==> src/rtl/nmemory_pkg.sv <==
// Shared types and default geometry for the multi-port register memory.
package nmemory_pkg;

    localparam int unsigned DATA_W_DEF = 16;
    localparam int unsigned ADDR_W_DEF = 5;
    localparam int unsigned NUM_RD_DEF = 2;

    // Post-reset sweep, then normal operation until the next reset
    typedef enum logic {
        ST_CLEAR = 1'b0,
        ST_READY = 1'b1
    } state_e;

endpackage

==> src/rtl/nmemory_mp_if.sv <==
// Write/read request bus of the multi-port memory; read buses are flattened per port.
interface nmemory_mp_if
    import nmemory_pkg::*;
#(
    parameter int unsigned DATA_W = DATA_W_DEF,
    parameter int unsigned ADDR_W = ADDR_W_DEF,
    parameter int unsigned NUM_RD = NUM_RD_DEF
);

    logic                       write_enable;
    logic [ADDR_W-1:0]          write_addr;
    logic [DATA_W-1:0]          write_data;
    logic [NUM_RD-1:0]          read_enable;
    logic [NUM_RD*ADDR_W-1:0]   read_addr;
    logic [NUM_RD*DATA_W-1:0]   read_data;
    logic [NUM_RD-1:0]          read_valid;
    logic                       busy;

    modport master (
        output write_enable, write_addr, write_data, read_enable, read_addr,
        input  read_data, read_valid, busy
    );

    modport slave (
        input  write_enable, write_addr, write_data, read_enable, read_addr,
        output read_data, read_valid, busy
    );

endinterface

==> src/rtl/nmemory_rd_port.sv <==
// One read port: registered data/valid with same-address write forwarding.
module nmemory_rd_port
    import nmemory_pkg::*;
#(
    parameter int unsigned DATA_W      = DATA_W_DEF,
    parameter int unsigned ADDR_W      = ADDR_W_DEF,
    parameter bit          WRITE_FIRST = 1'b1
) (
    input  logic              clk,
    input  logic              rst,
    input  logic              rd_en_i,
    input  logic [ADDR_W-1:0] rd_addr_i,
    input  logic [DATA_W-1:0] mem_word_i,
    input  logic              wr_en_i,
    input  logic [ADDR_W-1:0] wr_addr_i,
    input  logic [DATA_W-1:0] wr_data_i,
    output logic [DATA_W-1:0] rd_data_o,
    output logic              rd_valid_o
);

    logic [DATA_W-1:0] rd_data_q, rd_data_d;
    logic              rd_valid_q;
    logic              fwd_c;

    // Array still holds the old word this cycle; forwarding gives write-first behaviour
    always_comb begin
        fwd_c     = WRITE_FIRST && wr_en_i && (wr_addr_i == rd_addr_i);
        rd_data_d = fwd_c ? wr_data_i : mem_word_i;
    end

    always_ff @(posedge clk) begin
        if (rst) begin
            rd_data_q  <= '0;
            rd_valid_q <= 1'b0;
        end else begin
            rd_valid_q <= rd_en_i;
            if (rd_en_i) begin
                rd_data_q <= rd_data_d;
            end
        end
    end

    assign rd_data_o  = rd_data_q;
    assign rd_valid_o = rd_valid_q;

endmodule

==> src/rtl/nmemory_mp.sv <==
// Parametrised multi-read-port register memory with a post-reset clear sweep.
module nmemory_mp
    import nmemory_pkg::*;
#(
    parameter int unsigned        DATA_W      = DATA_W_DEF,
    parameter int unsigned        ADDR_W      = ADDR_W_DEF,
    parameter int unsigned        NUM_RD      = NUM_RD_DEF,
    parameter bit                 WRITE_FIRST = 1'b1,
    parameter logic [DATA_W-1:0]  CLEAR_VALUE = '0
) (
    input  logic       clk,
    input  logic       rst,
    nmemory_mp_if.slave bus
);

    localparam int unsigned DEPTH = 1 << ADDR_W;

    state_e            state_q, state_d;
    logic [ADDR_W-1:0] clr_ptr_q, clr_ptr_d;
    logic              busy_q, busy_d;

    logic              mem_we_c;
    logic [ADDR_W-1:0] mem_waddr_c;
    logic [DATA_W-1:0] mem_wdata_c;
    logic              user_wr_c;
    logic              rd_ok_c;

    logic [DATA_W-1:0] mem_q [DEPTH];

    logic [NUM_RD-1:0][DATA_W-1:0] rd_data_w;
    logic [NUM_RD-1:0]             rd_valid_w;

    always_ff @(posedge clk) begin
        if (rst) begin
            state_q   <= ST_CLEAR;
            clr_ptr_q <= '0;
            busy_q    <= 1'b1;
        end else begin
            state_q   <= state_d;
            clr_ptr_q <= clr_ptr_d;
            busy_q    <= busy_d;
        end
    end

    // Sweep owns the single array write port until the last word is cleared
    always_comb begin
        state_d     = state_q;
        clr_ptr_d   = clr_ptr_q;
        busy_d      = busy_q;
        mem_we_c    = 1'b0;
        mem_waddr_c = bus.write_addr;
        mem_wdata_c = bus.write_data;
        user_wr_c   = 1'b0;
        rd_ok_c     = 1'b0;
        unique case (state_q)
            ST_CLEAR: begin
                mem_we_c    = 1'b1;
                mem_waddr_c = clr_ptr_q;
                mem_wdata_c = CLEAR_VALUE;
                clr_ptr_d   = clr_ptr_q + ADDR_W'(1);
                if (clr_ptr_q == ADDR_W'(DEPTH - 1)) begin
                    state_d = ST_READY;
                    busy_d  = 1'b0;
                end
            end
            ST_READY: begin
                user_wr_c = bus.write_enable;
                mem_we_c  = bus.write_enable;
                rd_ok_c   = 1'b1;
            end
            default: begin
                state_d = ST_CLEAR;
            end
        endcase
    end

    // Array is left untouched in a reset cycle; the following sweep clears it
    always_ff @(posedge clk) begin
        if (!rst && mem_we_c) begin
            mem_q[mem_waddr_c] <= mem_wdata_c;
        end
    end

    for (genvar p = 0; p < NUM_RD; p++) begin : g_rd
        logic [ADDR_W-1:0] addr_c;
        assign addr_c = bus.read_addr[p*ADDR_W +: ADDR_W];

        nmemory_rd_port #(
            .DATA_W      (DATA_W),
            .ADDR_W      (ADDR_W),
            .WRITE_FIRST (WRITE_FIRST)
        ) u_port (
            .clk        (clk),
            .rst        (rst),
            .rd_en_i    (bus.read_enable[p] & rd_ok_c),
            .rd_addr_i  (addr_c),
            .mem_word_i (mem_q[addr_c]),
            .wr_en_i    (user_wr_c),
            .wr_addr_i  (bus.write_addr),
            .wr_data_i  (bus.write_data),
            .rd_data_o  (rd_data_w[p]),
            .rd_valid_o (rd_valid_w[p])
        );
    end

    assign bus.read_data  = rd_data_w;
    assign bus.read_valid = rd_valid_w;
    assign bus.busy       = busy_q;

endmodule

==> src/flat_wrapper.sv <==
// flat-port wrapper written by rule: the top's interface ports become plain ports
module nmemory_mp_flat import nmemory_pkg::*;
#(
    parameter int unsigned        DATA_W      = DATA_W_DEF,
    parameter int unsigned        ADDR_W      = ADDR_W_DEF,
    parameter int unsigned        NUM_RD      = NUM_RD_DEF,
    parameter bit                 WRITE_FIRST = 1'b1,
    parameter logic [DATA_W-1:0]  CLEAR_VALUE = '0
)
  (clk, rst, bus_write_enable, bus_write_addr, bus_write_data, bus_read_enable, bus_read_addr, bus_read_data, bus_read_valid, bus_busy);
  nmemory_mp_if #(.DATA_W(DATA_W), .ADDR_W(ADDR_W), .NUM_RD(NUM_RD)) bus_i ();
  input  logic clk;
  input  logic rst;
  input wire logic [$bits(bus_i.write_enable)-1:0] bus_write_enable;
  input wire logic [$bits(bus_i.write_addr)-1:0] bus_write_addr;
  input wire logic [$bits(bus_i.write_data)-1:0] bus_write_data;
  input wire logic [$bits(bus_i.read_enable)-1:0] bus_read_enable;
  input wire logic [$bits(bus_i.read_addr)-1:0] bus_read_addr;
  output wire logic [$bits(bus_i.read_data)-1:0] bus_read_data;
  output wire logic [$bits(bus_i.read_valid)-1:0] bus_read_valid;
  output wire logic [$bits(bus_i.busy)-1:0] bus_busy;
  assign bus_i.write_enable = bus_write_enable;
  assign bus_i.write_addr = bus_write_addr;
  assign bus_i.write_data = bus_write_data;
  assign bus_i.read_enable = bus_read_enable;
  assign bus_i.read_addr = bus_read_addr;
  assign bus_read_data = bus_i.read_data;
  assign bus_read_valid = bus_i.read_valid;
  assign bus_busy = bus_i.busy;
  nmemory_mp #(.DATA_W(DATA_W), .ADDR_W(ADDR_W), .NUM_RD(NUM_RD), .WRITE_FIRST(WRITE_FIRST), .CLEAR_VALUE(CLEAR_VALUE)) u_core (.clk(clk), .rst(rst), .bus(bus_i));
endmodule
==> config.mk <==
export PLATFORM = sky130hd
export DESIGN_NAME = nmemory_mp_flat
export DESIGN_NICKNAME = d
export VERILOG_FILES = /design/src/rtl/nmemory_pkg.sv /design/src/rtl/nmemory_mp_if.sv /design/src/rtl/nmemory_rd_port.sv /design/src/rtl/nmemory_mp.sv /design/src/flat_wrapper.sv
export SDC_FILE = /design/constraint.sdc
export NUM_CORES = 1
export LEC_CHECK = 0
export CAP_MARGIN = 5
export CORE_MARGIN = 10
export CORE_UTILIZATION = 40
export DETAILED_ROUTE_END_ITERATION = 16
export DONT_BUFFER_PORTS = 1
export HOLD_SLACK_MARGIN = 0.1
export SLEW_MARGIN = 20
export SYNTH_ARGS = -nofsm -noshare
export SYNTH_HDL_FRONTEND = slang
export SYNTH_HIERARCHICAL = 1
export SYNTH_SLANG_ARGS = --single-unit
==> constraint.sdc <==
create_clock -name clk -period 2.86 [get_ports clk]
set_input_delay 0 -clock clk [delete_from_list [all_inputs] [get_ports clk]]
set_output_delay 0 -clock clk [all_outputs]
set_load 0.02 [all_outputs]
==> results of run 1 <==
-- area by class of cell --
| cell class | instances | area, um2 | share of cell area [%] |
|---|---|---|---|
| Clock buffer | 75 | 1620 | 5.34 |
| Clock inverter | 32 | 248 | 0.818 |
| Inverter | 3 | 11.3 | 0.0372 |
| Multi-Input combinational cell | 1255 | 9830 | 32.4 |
| Sequential cell | 553 | 16200 | 53.5 |
| Tap cell | 873 | 1090 | 3.61 |
| Timing Repair Buffer | 146 | 1300 | 4.29 |
-- synthesized netlist by cell type, types with 2 or more instances --
cell and instances:
dfxtp_1 41, and2_1 35, nand4_1 32, nand3_1 67, o21ai_0 3, nor3_1 33, and3_1 21, edfxtp_1 512
clkbuf_1 41, a21oi_1 78, nor2b_1 11, buf_8 10, nand2_1 108, inv_1 3, nor4_4 2, or2_1 2
o21ai_2 20, buf_12 12, buf_4 39, a22oi_1 128, mux2i_1 514, and2_0 2, a21o_1 2, xnor2_1 4
buf_2 42, a22o_1 64, a31oi_1 32, nor2_4 2, a311o_1 12, ha_1 2, nor2_1 42, buf_6 12
nand2b_1 7, xor2_1 8, a32oi_1 20
-- worst max-delay path: cells and delay by family --
kind | cells | cell delay (ns)
buffers and inverters | 2 | 1.97
AOI/OAI and AO/OA | 2 | 0.45
xor gates and xnor gates | 1 | 0.22
and+or+nand+nor | 1 | 0.75
-- logic make-up (layout without fill, tap and decap cells) --
logic type | count (synthesis) | in the layout
and+or+nand+nor | 365 | 365
muxes | 514 | 514
buffers and inverters | 160 | 256
adders and majority gates | 2 | 2
DFF | 553 | 553
xor gates and xnor gates | 12 | 12
AOI/OAI and AO/OA | 362 | 362
-- routing by layer --
layer / part of all wire (%) / routed length [um] / track usage, %
met1: 39 / 35500 / 29.0
met2: 46 / 41500 / 34.7
met3: 9.6 / 8620 / 5.11
met4: 5.1 / 4600 / 10.3
met5: 0.058 / 52 / 0
-- sequential cells by signal, indices dropped and copies added, names as in the netlist --
name and cells:
u_core/state_q 1, u_core/clr_ptr_q 5, u_core/g_rd.u_port/rd_valid_o 2, u_core/g_rd.u_port/rd_data_o 32, u_core/mem_q 512, u_core/bus.busy 1
-- power by group --
group / leakage, nW / switching, mW / internal (mW) / total [mW]
Combinational: 5.36 / 0.759 / 0.490 / 1.25
Sequential: 4.84 / 0.0236 / 8.76 / 8.78
Clock: 0.918 / 3.16 / 4.32 / 7.48
Total: 11.1 / 3.95 / 13.6 / 17.5
-- metrics by stage --
stage | util [%] | hold WS [ns] | power (mW) | cells | setup TNS, ns
2_1_floorplan | - | 0.153 | 9.89 | 1968 | 0
3_3_place_gp | 41.5 | 0.0824 | 10.0 | 2773 | 0
3_5_place_dp | 41.5 | 0.0826 | 10.0 | 2773 | 0
4_1_cts | 45.1 | 0.104 | 17.6 | 2937 | 0
5_1_grt | 45.1 | 0.163 | 17.9 | 2937 | 0
6_report | 45.1 | 0.125 | 17.5 | 2937 | -0.0390
-- worst max-delay path by stage --
stage                     start                                   to  slack, ns
2_1_floorplan    u_core/state_q                  u_core/mem_q[18][0]       0.76
3_3_place_gp   bus_read_addr[0]  u_core/g_rd[0].u_port/rd_data_o[10]       0.64
3_5_place_dp   bus_read_addr[0]   u_core/g_rd[0].u_port/rd_data_o[1]       0.66
4_1_cts        bus_read_addr[8]  u_core/g_rd[1].u_port/rd_data_o[12]       0.06
5_1_grt        bus_read_addr[8]   u_core/g_rd[1].u_port/rd_data_o[4]       0.01
6_report       bus_read_addr[8]  u_core/g_rd[1].u_port/rd_data_o[12]      -0.02
==> impl_results.md, run 1 <==
* Status: finished, violations left
* Violated checks: negative setup slack
* Mux contribution to synthesized area at 19.0%
* Die Wd at 280 um
* Row count at 95
* DIE AREA at 0.0786 mm2
* RR Startpoint: u_core/mem_q[24][2]
* HPWL Detailed at 55,100 um
* GRT Total Usage at 22.2%
* Via count at 18,480
* Ratio of final minimum period to clock period at 101%
* CTS tree: yes
* Compound-Gate Fraction of Synth Area at 9.72%
* Maxcap violations at 0
* N_diodes at 0
* WHS Path Cells at 4
* Slew @ Worst Pin at 1.27 ns
* Adder-Cell Fraction of Synth Area at 0.0922%
* Clock Skew at 0.0316 ns
* Post-CTS setup buffers at 0
* CTS H-tree depth at 2
* Startpoint types: primary input
* Grt ovf at 0
* Max-slew violation count at 0
* Fin. Hold Viols at 0
* Gpl congestion at 0.911
* Critical path, cell by cell: dlygate4sd3_1 > xor2_1 > nor4_4 > dlygate4sd3_1 > a21oi_1 > a311o_1
* NumNets Final at 2,054
* Share of the synthesized area in the top cell type at 56.7%
* Worst skew pair latency at 0.64 ns
* Post-Synth XOR/XNOR Area at 0.387%
* Commonest cells after routing, fill and taps aside: 514 x mux2i_1, 512 x edfxtp_1, 128 x a22oi_1, 108 x nand2_1, 85 x buf_4
* Clock root buffer master: clkbuf_16
* Fraction of layout instances using a drive strength above 1 at 10.9%
* Vias per cell at 6.29
* Most area-consuming cells after synthesis: edfxtp_1 57%, mux2i_1 19%, a22oi_1 3.5%
* Hold-fix buffers, CTS at 57
* Slowest CP cell: dlygate4sd3_1
* Final Cell Area at 0.0303 mm2
* Final min period at 2.88 ns
* Placed inst area at 0.0278 mm2
* Filler instances at 5,920
* WS Path Type: in2reg
* FF-to-FF End: u_core/g_rd[1].u_port/rd_data_o[2]
* # clock sinks at 553
* IO Count at 71
* Syn Inst Count at 1,968
* RSZ-0062 raised after global routing: false
* Hold path start: bus_write_addr[3]
* Pre-CTS setup slack at 0.660 ns
* Clk buf depth at 3
* Mean post-synth cell area at 13.8 um2
* Number of cells on the worst reg-to-reg path at 9
* # DRC at 0
* PostCTS Resize Cnt at 0
* Port Buf Inserts at 0
* Starting Density at 40.4%
* Largest family of logic cells by synthesized area: multiplexers
* Seq/Total Area, Yosys at 59.7%
* Flop2flop setup slack at 0.16 ns
* Area leader, netlist: edfxtp_1
* P per Cell Area at 578 mW/mm2
* Fmax at 347 MHz
* Setup crit end kind: flop
* Area delta synth->final at 11.7%
* Post-DRT Antenna Nets at 0
* Pin count of the biggest net entering global routing at 253
* Synth async-reset ratio at 0%
* Crit path max fanout at 16
* Synthesized Nets at 2,006
* DR iter-0 viols at 2,385
* Worst Hold Class: in2reg
* Initial antenna violation count at 5
* Reg clk slew, reported paths at 0.06 ns
* EDFF count, synth at 512
* Worst IR Drop VDD at 0.000415 V
* Leakage Power at 11.1 nW
* Most common cell after layout, fill and taps aside: mux2i_1
* Vias in the first global route at 17,782
* Die Y at 280 um
* Ys Warns at 6
* First-pass GRT wire length at 128,000 um
* Arr. time, crit path at 3.40 ns
* Cell variety after synth at 40
* Final setup margin at -0.0195 ns
* Worst path required time at 3.38 ns
* Hold path endpoint: u_core/mem_q[23][2]
* Synthesized area at 0.0271 mm2
* Num CTS Buffers at 57
* Average wire per standard cell at 30.7 um
* Core area at 0.0672 mm2
* TritonRoute pass-1 iters at 5
* Synth Flop Type: edfxtp_1
* Synth Register Bits at 553
* Slew margin rel. at 15.3%
* Finish-stage setup viols at 3
* Delay of the slowest critical-path stage at 1.17 ns
* Simple-gate share of the synthesized area at 6.72%
* Worst path most repeated cell: dlygate4sd3_1
* Final WL at 90,200 um
(Power assumes the default switching activity.)
==> inputs of run 2 (changes only) <==
CORE_ASPECT_RATIO = 1.75   (was not set)
==> impl_results.md, run 2 (synthesized netlist as in run 1, its figures left out) <==
* Starting Density at 40.3% (-0.095 points)
* Num CTS Buffers at 49 (-14%)
* CTS H-tree depth at 2 (unchanged)
* Largest register FFs at 512 (unchanged)
* Setup crit end kind: flop
* DIE AREA at 0.0791 mm2 (+0.52%)
* NumNets Final at 2,063 (+0.44%)
* Fraction of layout instances using a drive strength above 1 at 11.1% (+0.19 points)
* Clock Skew at 0.0215 ns (-0.0101 ns)
* Slew @ Worst Pin at 1.25 ns (-0.0227 ns)
* Area delta synth->final at 11.6% (about the same)
* WS Path Type: in2reg
* Clock power frac at 41.2% (-1.5 points)
* Worst Hold Class: in2reg
* Finish-stage setup viols at 0 (-3)
* Commonest cells after routing, fill and taps aside: 514 x mux2i_1, 512 x edfxtp_1, 128 x a22oi_1, 108 x nand2_1, 92 x buf_4
* Initial antenna violation count at 1 (-4)
* Ratio of final minimum period to clock period at 97.3% (-3.4 points)
* Maxcap violations at 0 (unchanged)
* Die Y at 365 um (+30%)
* Row count at 126 (+33%)
* TritonRoute pass-1 iters at 6 (+1)
* Post-CTS setup buffers at 0 (unchanged)
* Status: completed
* Worst skew pair latency at 0.60 ns (-0.04 ns)
* Post-DRT Antenna Nets at 0 (unchanged)
* Final WL at 86,700 um (-3.9%)
* Gpl congestion at 0.882 (-3.2%)
* Vias in the first global route at 18,290 (+2.9%)
* Grt ovf at 0 (unchanged)
* P_int at 13.3 mW (-2.3%)
* Port Buf Inserts at 0 (unchanged)
* Pin count of the biggest net entering global routing at 258 (+2.0%)
* Cell Count, Final, Fillers Out at 2,960 (+0.78%)
* N_diodes at 0 (unchanged)
* Most common cell after layout, fill and taps aside: mux2i_1
* Average wire per standard cell at 29.3 um (-4.7%)
* Placed cells at 2,803 (+1.1%)
* Startpoint types: primary input
* Worst path required time at 3.40 ns (+0.02 ns)
* Reg clk slew, reported paths at 0.07 ns (about the same)
* FF/Latch Area at 0.0162 mm2 (about the same)
* Slew margin rel. at 16.8% (+1.5 points)
* Largest reg by FF count: u_core/mem_q
* GRT Total Usage at 21.2% (-1.0 points)
* Vias per cell at 6.09 (-3.2%)
* Fin. Hold Viols at 0 (unchanged)
* Setup_tns at 0 ns (+0.0390 ns)
* Core area at 0.0673 mm2 (+0.24%)
* Clk buf depth at 3 (unchanged)
* Fmax at 359 MHz (+3.5%)
* Crit path max fanout at 16 (unchanged)
* Worst IR Drop VDD at 0.000419 V (+0.92%)
* P per Cell Area at 561 mW/mm2 (-3.0%)
* Max-slew violation count at 0 (unchanged)
* Combinational share of power at 7.1% (about the same)
* Switching part of the total at 22.0% (-0.55 points)
* Switching pwr at 3.73 mW (-5.3%)
* # DRC at 0 (unchanged)
* Final min period at 2.78 ns (-0.0964 ns)
* HPWL Detailed at 55,500 um (+0.70%)
* First-pass GRT wire length at 124,000 um (-3.7%)
* IO Count at 71 (unchanged)
* Arr. time, crit path at 3.33 ns (-0.07 ns)
* Via count at 18,034 (-2.4%)
* # clock sinks at 553 (unchanged)
* DR iter-0 viols at 1,734 (-27%)
* Flop pwr share at 51.7% (+1.5 points)
* Multi-input logic area at 0.00984 mm2 (+0.10%)
* Filler instances at 6,032 (+1.9%)
* Clock root buffer master: clkbuf_16
* CTS tree: yes
* RSZ-0062 raised after global routing: false
* Die Wd at 217 um (-23%)
* Leakage Power at 11.1 nW (-0.44%)
==> run 2: final cells by class <==
| class | count | share of cell area [%] |
|---|---|---|
| Timing Repair Buffer | 163 | 4.80 |
| Sequential cell | 553 | 53.5 |
| Clock buffer | 59 | 4.31 |
| Multi-Input combinational cell | 1255 | 32.5 |
| Tap cell | 896 | 3.70 |
| Clock inverter | 31 | 1.20 |
| Inverter | 3 | 0.0372 |
==> run 2: timing repair <==
action,CTS,global route
endpoints found under the setup margin,0,10
endpoints found under the hold margin,603,0
resized for setup,0,2
hold buffers,67,0
==> run 2: final timing paths <==
| check | slack, ns | startpoint | endpoint | depth (start not counted) |
|---|---|---|---|---|
| worst min register to register | 0.55 | u_core/clr_ptr_q[0] | u_core/clr_ptr_q[0] | 2 |
| worst min-delay path | 0.13 | bus_read_addr[9] | u_core/g_rd[1].u_port/rd_data_o[7] | 5 |
| worst max register to register | 0.08 | u_core/mem_q[25][4] | u_core/g_rd[1].u_port/rd_data_o[4] | 9 |
| worst max-delay path | 0.08 | bus_read_addr[0] | u_core/g_rd[0].u_port/rd_data_o[7] | 9 |
==> run 2: routing by layer <==
| layer | global-route usage [%] | vias up | wire length, um |
|---|---|---|---|
| met1 | 23.3 | 9134 | 31000 |
| met5 | 0 | - | 0 |
| li1 | - | 7833 | - |
| met4 | 12.6 | 0 | 5320 |
| met2 | 38.0 | 854 | 44500 |
| met3 | 3.34 | 213 | 5840 |
==> run 2: worst max-delay path: stages <==
cell and delay (ns):
dlygate4sd3_1 0.58, xnor2_1 0.26, dlygate4sd3_1 0.62, buf_4 0.23, and2_0 0.37, and2_1 0.19
buf_4 0.28, a311o_1 0.23, dlygate4sd3_1 0.55
==> run 2: through the flow <==
stage	power (mW)	setup slack (ns)	hold slack, ns	utilization [%]	instance area (um2)
5_1_grt	17.4	0.0165	0.137	45.0	30300
3_3_place_gp	9.99	0.508	0.0778	41.5	27900
6_report	17.0	0.0769	0.132	45.0	30300
4_1_cts	17.1	0.0171	0.102	45.0	30300
2_1_floorplan	9.89	0.757	0.153	-	27100
3_5_place_dp	10.0	0.470	0.0812	41.5	27900
==> run 2: power groups by stage <==
stage               Clock [mW]  Combinational, mW  Sequential, mW
finish                    7.00               1.21            8.78
global route              7.41               1.24            8.78
CTS                       7.13               1.17            8.78
detailed placement           0               1.04            8.96
global placement             0               1.03            8.95
floorplan                    0              0.941            8.95
==> inputs of run 3 (changes only) <==
PLACE_DENSITY = 0.52   (was not set)
RECOVER_POWER = 25   (was not set)
==> impl_results.md, run 3 (synthesized netlist as in run 1, its figures left out) <==
* Worst IR Drop VDD at 0.000422 V (+0.83%)
* Via count at 17,914 (-0.67%)
* GR peak layer: met2
* GRT Total Usage at 23.0% (+1.8 points)
* Placed cells at 2,807 (+0.14%)
* TritonRoute pass-1 iters at 5 (-1)
* Leakage Power at 11.1 nW (+0.38%)
* Flop pwr share at 51.5% (-0.2 points)
* Fmax at 364 MHz (+1.4%)
* Switching pwr at 3.85 mW (+3.0%)
* Port Buf Inserts at 0 (unchanged)
* Switching part of the total at 22.6% (+0.59 points)
* Ratio of final minimum period to clock period at 96.0% (-1.3 points)
* IO Count at 71 (unchanged)
* Combinational share of power at 7.3% (+0.2 points)
* Post-DRT Antenna Nets at 0 (unchanged)
* Cell Count, Final, Fillers Out at 2,961 (+0.034%)
* Clock power frac at 41.1% (about the same)
* Average wire per standard cell at 31.4 um (+7.4%)
* Crit path max fanout at 22 (+6)
* First-pass GRT wire length at 131,000 um (+6.0%)
* Maxcap violations at 0 (unchanged)
* P per Cell Area at 563 mW/mm2 (+0.44%)
* Max-slew violation count at 0 (unchanged)
* Setup_tns at 0 ns (unchanged)
* Pre-CTS setup slack at 0.596 ns (+0.126 ns)
* Final min period at 2.75 ns (-0.0378 ns)
* Filler instances at 6,140 (+1.8%)
* Clk buf depth at 3 (unchanged)
* Die Wd at 217 um (unchanged)
* Setup crit end kind: flop
* Vias per cell at 6.05 (-0.70%)
* # DRC at 0 (unchanged)
* Final WL at 93,100 um (+7.4%)
* Startpoint types: flop
* Multi-input logic area at 0.00986 mm2 (+0.18%)
* Clock root buffer master: clkbuf_16
* Worst skew pair latency at 0.64 ns (+0.04 ns)
* Most common cell after layout, fill and taps aside: mux2i_1
* Starting Density at 40.3% (unchanged)
* Die Y at 365 um (unchanged)
* Commonest cells after routing, fill and taps aside: 514 x mux2i_1, 512 x edfxtp_1, 128 x a22oi_1, 108 x nand2_1, 86 x buf_4
* Row count at 126 (unchanged)
* Slew @ Worst Pin at 1.25 ns (+0.00131 ns)
* Finish-stage setup viols at 0 (unchanged)
* Clock Skew at 0.0259 ns (+0.00442 ns)
* Reg clk slew, reported paths at 0.07 ns (about the same)
* Worst Hold Class: in2reg
* Initial antenna violation count at 4 (+3)
* Area delta synth->final at 11.6% (about the same)
* Global Route met2 Usage at 40.4% (+2.4 points)
* # clock sinks at 553 (unchanged)
* Final setup margin at 0.115 ns (+0.0378 ns)
* Placed inst area at 0.0280 mm2 (+0.29%)
* P_int at 13.2 mW (-0.40%)
* DIE AREA at 0.0791 mm2 (unchanged)
* DR iter-0 viols at 1,436 (-17%)
* WS Path Type: reg2reg
* Vias in the first global route at 18,650 (+2.0%)
* CTS tree: yes
* N_diodes at 0 (unchanged)
* Largest register FFs at 512 (unchanged)
* HPWL Detailed at 60,400 um (+8.8%)
* FF/Latch Area at 0.0162 mm2 (about the same)
* Gpl congestion at 0.900 (+2.0%)
* GR Layer Usage met3 at 3.78% (+0.44 points)
* Arr. time, crit path at 3.31 ns (-0.02 ns)
* Pin count of the biggest net entering global routing at 256 (-0.78%)
* Worst path required time at 3.43 ns (+0.03 ns)
* Final Cell Area at 0.0303 mm2 (about the same)
* NumNets Final at 2,063 (unchanged)
* Fin. Hold Viols at 0 (unchanged)
* Status: completed
* Core area at 0.0673 mm2 (unchanged)
* Fraction of layout instances using a drive strength above 1 at 11.6% (+0.53 points)
* CTS H-tree depth at 2 (unchanged)
* Largest reg by FF count: u_core/mem_q
* Slew margin rel. at 16.7% (-0.087 points)
* Global Route met1 Usage at 25.2% (+1.9 points)
* Grt ovf at 0 (unchanged)
* Num CTS Buffers at 53 (+8.2%)
run 3: power groups by stage:
| stage | clock network [mW] | logic [mW] | registers [mW] |
|---|---|---|---|
| after CTS | 7.16 | 1.21 | 8.78 |
| after detailed placement | 0 | 1.12 | 8.96 |
| after global placement | 0 | 1.11 | 8.95 |
| after floorplan | 0 | 0.941 | 8.95 |
| after global routing | 7.44 | 1.28 | 8.78 |
| final | 7.02 | 1.25 | 8.78 |
run 3: per-layer routing:
layer	routed length (um)	part of all wire (%)
met5	13	0.014
met4	6600	7.1
met2	47200	51
met3	5090	5.5
met1	34200	37
run 3: worst paths after layout:
| kind | startpoint | end | slack (ns) | depth (start not counted) |
|---|---|---|---|---|
| worst max-delay path | u_core/state_q | u_core/g_rd[1].u_port/rd_data_o[2] | 0.11 | 9 |
| worst min-delay path | bus_read_addr[6] | u_core/g_rd[1].u_port/rd_data_o[10] | 0.12 | 6 |
| worst max register to register | u_core/state_q | u_core/g_rd[1].u_port/rd_data_o[2] | 0.11 | 9 |
| worst min register to register | u_core/clr_ptr_q[0] | u_core/clr_ptr_q[0] | 0.55 | 2 |
run 3: what timing repair did:
action / CTS / global route
endpoints found under the setup margin: 0 / 8
hold endpoints to repair: 647 / 0
hold buffers: 56 / 0
buffers inserted: 0 / 3
gates resized for setup: 0 / 2
run 3: stage by stage:
step / power, mW / hold slack [ns] / utilization, %
after floorplan: 9.89 / 0.153 / -
after global placement: 10.1 / 0.0817 / 41.6
after detailed placement: 10.1 / 0.0851 / 41.6
after CTS: 17.2 / 0.101 / 45.0
after global routing: 17.5 / 0.130 / 45.0
final: 17.1 / 0.123 / 45.0
run 3: layout make-up:
type                       instances  area share [%]
sequential                       553            53.5
multi-input combinational       1255            32.6
clock buffer                      65            4.67
timing repair buffer             159            4.61
tap                              896            3.70
clock inverter                    30           0.897
inverter                           3          0.0372
run 3: critical path, stage by stage (launching register included):
cell and delay, ns:
dfxtp_1 0.34, buf_4 0.21, buf_4 0.27, and2_1 0.16
buf_4 0.20, and2_1 0.32, and2_1 0.17, buf_4 0.26
a311o_1 0.21, dlygate4sd3_1 0.55
